### src/rtl/regfile_wb_arbiter.sv
// Writeback arbiter in front of the register-file write port: pipeline writebacks first, buffered long-latency returns in free slots.
// Latency: one cycle from selection to w_v_o/w_addr_o/w_data_o. A buffered return is written no earlier than the cycle after the cycle it was enqueued.
// Backpressure: primary is never stalled. Secondary uses valid/ready (ready = FIFO not full). stall_o asks upstream to free a slot.

// Circular buffer with a registered occupancy count. The caller never enqueues when full or dequeues when empty.
// Latency: the head is readable the cycle after the enqueue edge (no bypass).
// Backpressure: none internally; the caller gates enq_v_i with its own ready.
module regfile_wb_arbiter_fifo #(
  parameter int width_p = 8,
  parameter int els_p   = 4
) (
  input  logic                         clk_i,
  input  logic                         reset_n_i,
  input  logic                         enq_v_i,
  input  logic [width_p-1:0]           enq_data_i,
  input  logic                         deq_v_i,
  output logic [width_p-1:0]           deq_data_o,
  output logic [$clog2(els_p+1)-1:0]   count_o
);

  localparam int ptr_w_lp = (els_p > 1) ? $clog2(els_p) : 1;
  localparam int cnt_w_lp = $clog2(els_p + 1);

  logic [width_p-1:0]  mem_q [els_p];
  logic [ptr_w_lp-1:0] rd_ptr_q, rd_ptr_d;
  logic [ptr_w_lp-1:0] wr_ptr_q, wr_ptr_d;
  logic [cnt_w_lp-1:0] count_q, count_d;

  // Pointers wrap modulo the depth, which need not be a power of two.
  function automatic logic [ptr_w_lp-1:0] ptr_inc(input logic [ptr_w_lp-1:0] p);
    return (p == ptr_w_lp'(els_p - 1)) ? '0 : p + ptr_w_lp'(1);
  endfunction

  // Next-state for pointers and occupancy.
  always_comb begin
    rd_ptr_d = rd_ptr_q;
    wr_ptr_d = wr_ptr_q;
    count_d  = count_q;
    if (enq_v_i) wr_ptr_d = ptr_inc(wr_ptr_q);
    if (deq_v_i) rd_ptr_d = ptr_inc(rd_ptr_q);
    case ({enq_v_i, deq_v_i})
      2'b10:   count_d = count_q + cnt_w_lp'(1);
      2'b01:   count_d = count_q - cnt_w_lp'(1);
      default: count_d = count_q;
    endcase
  end

  // Control state; an async reset discards all buffered entries.
  always_ff @(posedge clk_i or negedge reset_n_i) begin
    if (!reset_n_i) begin
      rd_ptr_q <= '0;
      wr_ptr_q <= '0;
      count_q  <= '0;
    end else begin
      rd_ptr_q <= rd_ptr_d;
      wr_ptr_q <= wr_ptr_d;
      count_q  <= count_d;
    end
  end

  // Storage needs no reset: the count gates every read.
  always_ff @(posedge clk_i) begin
    if (enq_v_i) mem_q[wr_ptr_q] <= enq_data_i;
  end

  assign deq_data_o = mem_q[rd_ptr_q];
  assign count_o    = count_q;

endmodule

// Merges primary writebacks and FIFO-buffered secondary returns onto the single register-file write port.
// Latency: selected write is registered and appears one cycle later; x0 writes are consumed without a write pulse.
// Backpressure: ret_ready_o from registered FIFO count only; stall_o registered once returns starve for starve_limit_p edges.
module regfile_wb_arbiter #(
  parameter int width_p           = 32,
  parameter int els_p             = 32,
  parameter int x0_tied_to_zero_p = 1,
  parameter int fifo_els_p        = 4,
  parameter int starve_limit_p    = 8,
  localparam int addr_width_lp    = (els_p > 1) ? $clog2(els_p) : 1
) (
  input  logic                     clk_i,
  input  logic                     reset_n_i,
  input  logic                     int_v_i,
  input  logic [addr_width_lp-1:0] int_addr_i,
  input  logic [width_p-1:0]       int_data_i,
  input  logic                     ret_v_i,
  input  logic [addr_width_lp-1:0] ret_addr_i,
  input  logic [width_p-1:0]       ret_data_i,
  output logic                     ret_ready_o,
  output logic [els_p-1:0]         pending_o,
  output logic                     stall_o,
  output logic                     w_v_o,
  output logic [addr_width_lp-1:0] w_addr_o,
  output logic [width_p-1:0]       w_data_o
);

  localparam int  cnt_w_lp   = (fifo_els_p + 1 > 1) ? $clog2(fifo_els_p + 1) : 1;
  localparam int  st_w_lp    = (starve_limit_p + 1 > 1) ? $clog2(starve_limit_p + 1) : 1;
  localparam bit  x0_en_lp   = (x0_tied_to_zero_p != 0);

  typedef struct packed {
    logic [addr_width_lp-1:0] addr;
    logic [width_p-1:0]       data;
  } wb_entry_t;

  localparam int entry_w_lp = $bits(wb_entry_t);

  wb_entry_t              ret_entry, head_entry, sel_entry;
  logic [cnt_w_lp-1:0]    fifo_count;
  logic                   fifo_nonempty;
  logic                   enq_v, deq_v, sel_v;
  logic                   enq_hit;
  logic [els_p-1:0]       enq_mask, deq_mask;

  logic [els_p-1:0]       pending_q, pending_d;
  logic [st_w_lp-1:0]     starve_q, starve_d;
  logic                   stall_q, stall_d;
  logic                   w_v_q, w_v_d;
  logic [addr_width_lp-1:0] w_addr_q;
  logic [width_p-1:0]     w_data_q;

  assign ret_entry = '{addr: ret_addr_i, data: ret_data_i};

  regfile_wb_arbiter_fifo #(
    .width_p (entry_w_lp),
    .els_p   (fifo_els_p)
  ) ret_fifo (
    .clk_i      (clk_i),
    .reset_n_i  (reset_n_i),
    .enq_v_i    (enq_v),
    .enq_data_i (ret_entry),
    .deq_v_i    (deq_v),
    .deq_data_o (head_entry),
    .count_o    (fifo_count)
  );

  // Ready comes from the registered count only, so a full FIFO refuses even while draining.
  assign ret_ready_o   = (fifo_count != cnt_w_lp'(fifo_els_p));
  assign fifo_nonempty = (fifo_count != '0);
  assign enq_v         = ret_v_i & ret_ready_o;

  // Primary always wins the slot; the FIFO head drains only into idle cycles.
  always_comb begin
    sel_v     = int_v_i | fifo_nonempty;
    deq_v     = ~int_v_i & fifo_nonempty;
    sel_entry = int_v_i ? '{addr: int_addr_i, data: int_data_i} : head_entry;
    w_v_d     = sel_v & ~(x0_en_lp && (sel_entry.addr == '0));
  end

  // One-hot masks for the registers touched by this cycle's enqueue and dequeue.
  always_comb begin
    enq_mask = '0;
    deq_mask = '0;
    for (int r = 0; r < els_p; r++) begin
      if (enq_v && (ret_addr_i == addr_width_lp'(r)))      enq_mask[r] = 1'b1;
      if (deq_v && (head_entry.addr == addr_width_lp'(r))) deq_mask[r] = 1'b1;
    end
    enq_hit   = |(pending_q & enq_mask);
    pending_d = (pending_q & ~deq_mask) | enq_mask;
  end

  // Starvation count: grows while the primary holds the slot over a waiting return, resets on drain or empty.
  always_comb begin
    if (!fifo_nonempty || deq_v) begin
      starve_d = '0;
    end else if (int_v_i && (starve_q != st_w_lp'(starve_limit_p))) begin
      starve_d = starve_q + st_w_lp'(1);
    end else begin
      starve_d = starve_q;
    end
    stall_d = (starve_d == st_w_lp'(starve_limit_p));
  end

  // Registered state and write-port outputs.
  always_ff @(posedge clk_i or negedge reset_n_i) begin
    if (!reset_n_i) begin
      pending_q <= '0;
      starve_q  <= '0;
      stall_q   <= 1'b0;
      w_v_q     <= 1'b0;
      w_addr_q  <= '0;
      w_data_q  <= '0;
    end else begin
      pending_q <= pending_d;
      starve_q  <= starve_d;
      stall_q   <= stall_d;
      w_v_q     <= w_v_d;
      if (w_v_d) begin
        w_addr_q <= sel_entry.addr;
        w_data_q <= sel_entry.data;
      end
    end
  end

  assign pending_o = pending_q;
  assign stall_o   = stall_q;
  assign w_v_o     = w_v_q;
  assign w_addr_o  = w_addr_q;
  assign w_data_o  = w_data_q;

  // Upstream must honour stall_o and keep at most one buffered return per register.
  a_no_int_during_stall: assert property (@(posedge clk_i) disable iff (!reset_n_i)
    !(int_v_i && stall_q));
  a_one_return_per_reg: assert property (@(posedge clk_i) disable iff (!reset_n_i)
    !(enq_v && enq_hit));

endmodule

### config.mk
export PLATFORM = sky130hd
export DESIGN_NAME = regfile_wb_arbiter
export DESIGN_NICKNAME = d
export VERILOG_FILES = /design/src/rtl/regfile_wb_arbiter.sv
export SDC_FILE = /design/constraint.sdc
export NUM_CORES = 1
export LEC_CHECK = 0
export CORE_MARGIN = 4
export CORE_UTILIZATION = 54
export CTS_CLUSTER_DIAMETER = 50
export CTS_CLUSTER_SIZE = 40
export DETAILED_ROUTE_END_ITERATION = 16
export PLACE_DENSITY = 0.89
export SYNTH_ARGS = -nofsm -noshare
export SYNTH_HDL_FRONTEND = slang
export SYNTH_SLANG_ARGS = --single-unit
### constraint.sdc
create_clock -name clk_i -period 2.4 [get_ports clk_i]
set_input_delay 0.48 -clock clk_i [delete_from_list [all_inputs] [get_ports clk_i]]
set_output_delay 0.48 -clock clk_i [all_outputs]
set_load 0.01 [all_outputs]
### Yosys cells after proc, flatten, opt, wreduce, memory -nomap -nowiden

Memories as Yosys holds them, arrays and structs flattened.
Index checks and enable logic that the tools add are counted.

| storage, ports and cells | value |
|---|---|
| flip-flop bits (word level) | 82 |
| memory bits (writable) | 148 |
| input port bits | 78 |
| word-level logic and storage cells | 237 |
| memories kept | 1 |

Memories:

| memory | words | bits a word | read ports | clocked after Yosys merged registers in | write ports | RTL line | source |
|---|---|---|---|---|---|---|---|
| ret_fifo.mem_q | 4 | 37 | 1 | 0 | 1 | 24 | `logic [width_p-1:0] mem_q [els_p];` |

| operators by class | value |
|---|---|
| add/subtract/negate cells | 5 |
| equal/unequal tests | 69 |
| muxes and demuxes | 72 |
| bitwise operators | 9 |
| reductions and logical operators | 72 |

Operator list:

| kind | number |
|---|---|
| equality test 5 bit (second input constant) | 32 |
| equality test 5 x 4 -> 1 bit (second input constant) | 16 |
| 2-to-1 mux 1 bit | 66 |
| logical AND 1 bit | 65 |
| equality test 5 x 3 -> 1 bit (second input constant) | 8 |
| 2-to-1 mux 37 bit | 1 |
| AND 32 bit | 1 |
| NOT 32 bit | 1 |
| bitwise OR 32 bit | 1 |
| equality test 5 x 2 -> 1 bit (second input constant) | 4 |
| zero test 5 bit | 3 |
| equality test 5 x 1 -> 1 bit (second input constant) | 2 |
| 2-to-1 mux 4 bit | 2 |
| equality test 2 bit (second input constant) | 3 |
| case mux 3 bit (2 select lines) | 1 |
| adder 2 x 1 -> 2 bit (second input constant) | 2 |
| adder 4 x 1 -> 4 bit (second input constant) | 1 |
| equality test 4 bit (second input constant) | 1 |
| 2-to-1 mux 2 bit | 2 |
| inequality test 4 bit (second input constant) | 1 |
| adder 3 x 1 -> 3 bit (second input constant) | 1 |
| AND 1 bit | 3 |
| inequality test 3 bit (second input constant) | 1 |
| nonzero test 3 bit | 1 |
| other kinds (7) | 8 |

### Logic depth before layout (Yosys ltp)

| depth | value |
|---|---|
| word-level depth | 7 |
| gate-level depth with buffers | 11 |
| mapped depth without buffers | 10 |

### Hierarchy

From an unflattened synthesis, not the netlist that was laid out.

| second synthesis, totals | value |
|---|---|
| cell total of the unflattened synthesis | 514 |
| area, all modules | 9300.2 µm² |

Modules (own cells, without submodules):

| module | times used | cells each | area each (µm²) |
|---|---|---|---|
| regfile_wb_arbiter_fifo | 1 | 226 | 5728.0 |
| regfile_wb_arbiter | 1 | 288 | 3572.2 |

### Worst setup path before layout

Ideal clock, no wire load.

| timing path | value |
|---|---|
| kind | register to register |
| start point | register ret_fifo.rd_ptr_q[1] |
| end point | register w_data_q[10], in the netlist w_data_o[10] |
| data arrival time | 2.079 ns |
| slack | 0.196 ns |
| stages on the path, launching flop included | 8 |
| path through | dfrtp_1 > buf_6 > mux2_4 > or4_1 > o311ai_2 > nand3_4 > buf_6 > mux2_4 |

| between the ends | value |
|---|---|
| word-level cells in the longest chain between the ends | 5 |

RTL lines:

| what | RTL line | source |
|---|---|---|
| from (decl) | 25 | `logic [ptr_w_lp-1:0] rd_ptr_q, rd_ptr_d;` |
| from (signal assigned) | 55 | `rd_ptr_q <= rd_ptr_d;` |
| memory read (4 x 37 bit) * | -- |  |
| 2-to-1 mux 37 bit * | 147 | `sel_entry = int_v_i ? '{addr: int_addr_i, data: int_data_i} : head_entry;` |
| zero test 5 bit | 148 | `w_v_d = sel_v & ~(x0_en_lp && (sel_entry.addr == '0));` |
| NOT 1 bit | 148 |  |
| AND 1 bit | 148 |  |
| to (signal assigned) | 191 | `w_data_q <= sel_entry.data;` |
| to (decl) | 121 | `logic [width_p-1:0] w_data_q;` |

Every way passes the cells marked *; elsewhere a longest branch is shown, timed or not.
A chain may end at the register's enable or synchronous reset.

### Worst setup path in the final report

| timing path | value |
|---|---|
| start point | register ret_fifo.rd_ptr_q[1] |
| end point | register w_data_q[1], in the netlist w_data_o[1] |

The elaborated chain is that of the path after synthesis.

==> results_dict.tcl <==
set metrics [dict create \
    syn_inst 533 \
    wl_per_cell_um 21.3 \
    async_reset_ff_share_pct 35.7 \
    seq_area_frac_synth_pct 69.1 \
    synth.distinct_cells 39 \
    grtUsageTotal_pct 20.7 \
    gp_congestion 0.906 \
    slowest_delay_ns 0.54 \
    maxCapViolCount 0 \
    outcome "finished, final reports clean" \
    cp.required_ns 2.78 \
    crit_type "flip-flop to flip-flop" \
    relSlewSlack_pct 72.0 \
    reg2reg_depth 7 \
    cts_tree "done" \
    hold_path_class "input pin to asynchronous set/reset pin" \
    wl_mm 20.1 \
    slowest_stage "or4_1" \
    htreeDepth 1 \
    antenna_left 0 \
    min_period_ns 2.31 \
    ff2ff_setup_slack_ns 0.09 \
    area_growth_pct 28.1 \
    timing.final.hold_violations 0 \
    clkSinkCount 230 \
    cp_common_cell "mux2_2" \
    drt_iter0_drc 292 \
    core_area_um2 16800 \
    crit_chain "buf_4 -> mux2_2 -> nor4_1 -> or4_1 -> nand3_4 -> buf_12 -> mux2_2" \
    avgViaCountPerCell 5.79 \
    max_freq_mhz 432 \
    cts_root_buffer "clkbuf_16" \
    yosysTopAreaCellShare_pct 47.3 \
    cellLeakagePower_nw 4.46 \
    dpl.hpwl_mm 13.7 \
    r2r-start "ret_fifo.rd_ptr_q[1]" \
    grt_max_degree 58 \
    r2r-end "w_data_o[1]" \
    synth.most_common_cell "edfxtp_1" \
    synth_commonest_cells "edfxtp_1, dfrtp_1, o21ai_0" \
    startpoint_type "flip-flop" \
    die_w_um 140 \
    end_kind "flip-flop" \
    insertion_delay_ns 0.50 \
    drv_slew 0 \
    fin_cells 942 \
    n_antenna_cell 0 \
    grt_pass1_wl_mm 32.5 \
    num_vias 5453 \
    power_density_nw_per_um2 1200 \
    avgSynthCellArea_um2 17.6 \
    synth_ff_type "edfxtp_1" \
    synth_area_leader_cell "edfxtp_1" \
    first_pass_iters 5 \
    ys_seq_elements 230 \
    overflow 0 \
    synth.net_count 620 \
    fin_area_um2 12000 \
    fillers 1017 \
    cts_buffers 20 \
    synth_area_leaders "edfxtp_1, dfrtp_1, mux4_2" \
    tightestPinTransition_ns 0.408 \
    antenna_found_initial 1 \
    path_delay_family "simple AND/OR/NAND/NOR gates" \
    portBuffers 149 \
    clkTransAtPathRegs_ns 0.07 \
    fp.dieH_um 140 \
    critPathBufInv 2 \
    cp_max_fo 29 \
    cts.path.max_buffers 3 \
    drive_gt1_share_pct 25.5 \
    grt_pass1_vias 5937 \
    drc 0 \
    num-nets-final 795 \
    synth_enable_flop_cells 148 \
    placed_cell_area_um2 11300 \
    p_total_w 0.0145 \
    setup_violations 0 \
    num_rows 47 \
    arrival_ns 2.69 \
    start_util_pct 55.9 \
    yosysWarnings 0 \
    min_period_over_period_pct 96.4 \
    rsz0062_at_grt "no" \
    fin_skew_ns 0.0189 \
    syn_area_um2 9400 \
    place_inst 905 \
    ios 150 \
    crit_cells 7 \
    peakVddDrop_uv 683 \
    dieArea_um2 19600 \
    postCtsSetupRepairBufs 0 \
]
flip-flops by register name, indices dropped and copies added (netlist names):
register / flops
ret_fifo.mem_q: 148
pending_o: 32
w_data_o: 32
w_addr_o: 5
starve_q: 4
ret_fifo.count_o: 3
ret_fifo.rd_ptr_q: 2
ret_fifo.wr_ptr_q: 2
stall_o: 1
w_v_o: 1
power breakdown:
part | switching (W) | internal [W] | leakage, nW
Sequential | 0.000553 | 0.00539 | 2.34
Clock | 0.00159 | 0.00183 | 0.350
Combinational | 0.00230 | 0.00279 | 1.78
worst max-delay path by stage:
| stage | startpoint | to | slack [ns] |
|---|---|---|---|
| after detailed placement | int_addr_i[0] | w_data_o[31] | -0.12 |
| after floorplan | ret_fifo.rd_ptr_q[1] | w_data_o[10] | 0.20 |
| after global routing | ret_fifo.rd_ptr_q[1] | w_data_o[1] | 0.004 |
| after CTS | ret_fifo.rd_ptr_q[1] | w_data_o[1] | 0.09 |
| final | ret_fifo.rd_ptr_q[1] | w_data_o[1] | 0.09 |
| after global placement | int_addr_i[3] | w_data_o[1] | -0.08 |
area by class of cell:
cell class | count | area [µm²] | area share (%)
flip-flops and latches | 230 | 6500 | 54.0
clock buffers | 23 | 533 | 4.43
clock inverters | 13 | 186 | 1.55
multi-input cells | 273 | 2760 | 22.9
inverters | 9 | 33.8 | 0.280
repair buffers | 174 | 1760 | 14.6
well taps | 220 | 275 | 2.29
kinds of logic after synthesis:
logic type               synth area share (%)
XOR/XNOR                                0.559
AO/OA/AOI/OAI                            4.18
multiplexers                             19.2
adder cells (fa/ha/maj)                  1.28
buffers and inverters                    1.62
flip-flops                               69.1
AND/OR/NAND/NOR                          4.03
worst register-to-register path: cells and delay by family, from the launching register on:
kind / cells / cell delay, ns
flip-flops: 1 / 0.45
multiplexers: 2 / 0.60
buffers and inverters: 2 / 0.43
AND/OR/NAND/NOR: 3 / 0.72
layout by cell type, fill, tap and decap left out, drive strengths merged, types with 6 or more instances in the layout:
master,count
buf,26
clkbuf,23
clkdlybuf4s50,147
dfrtp,82
edfxtp,148
ha,8
inv,17
mux2,78
mux4,35
nand2,14
nand3,6
nand3b,6
nor2,11
o21ai,69
per-layer routing:
metal,GRT usage [%],vias up,part of all wire [%]
met5,0,-,0.10
met4,3.88,2,1.4
met3,4.77,32,8.6
met2,35.7,259,49
met1,27.5,2746,41
li1,-,2414,-
through the flow:
step                      hold slack [ns]  TNS, ns  utilization (%)  setup WS (ns)
final                               0.456        0             71.6         0.0860
after global routing                0.485        0             71.6        0.00406
after CTS                           0.463        0             71.6         0.0851
after detailed placement            0.432    -2.45             67.3         -0.119
after global placement              0.416   -0.991             67.3        -0.0773
after floorplan                     0.184        0                -          0.196
what timing repair did:
item | in CTS | in global routing
hold buffers | 1 | 0
gates resized for setup | 0 | 0
hold endpoints to repair | 25 | 0
endpoints found under the setup margin | 0 | 0
Note: power is estimated with default switching activity, not from simulation.
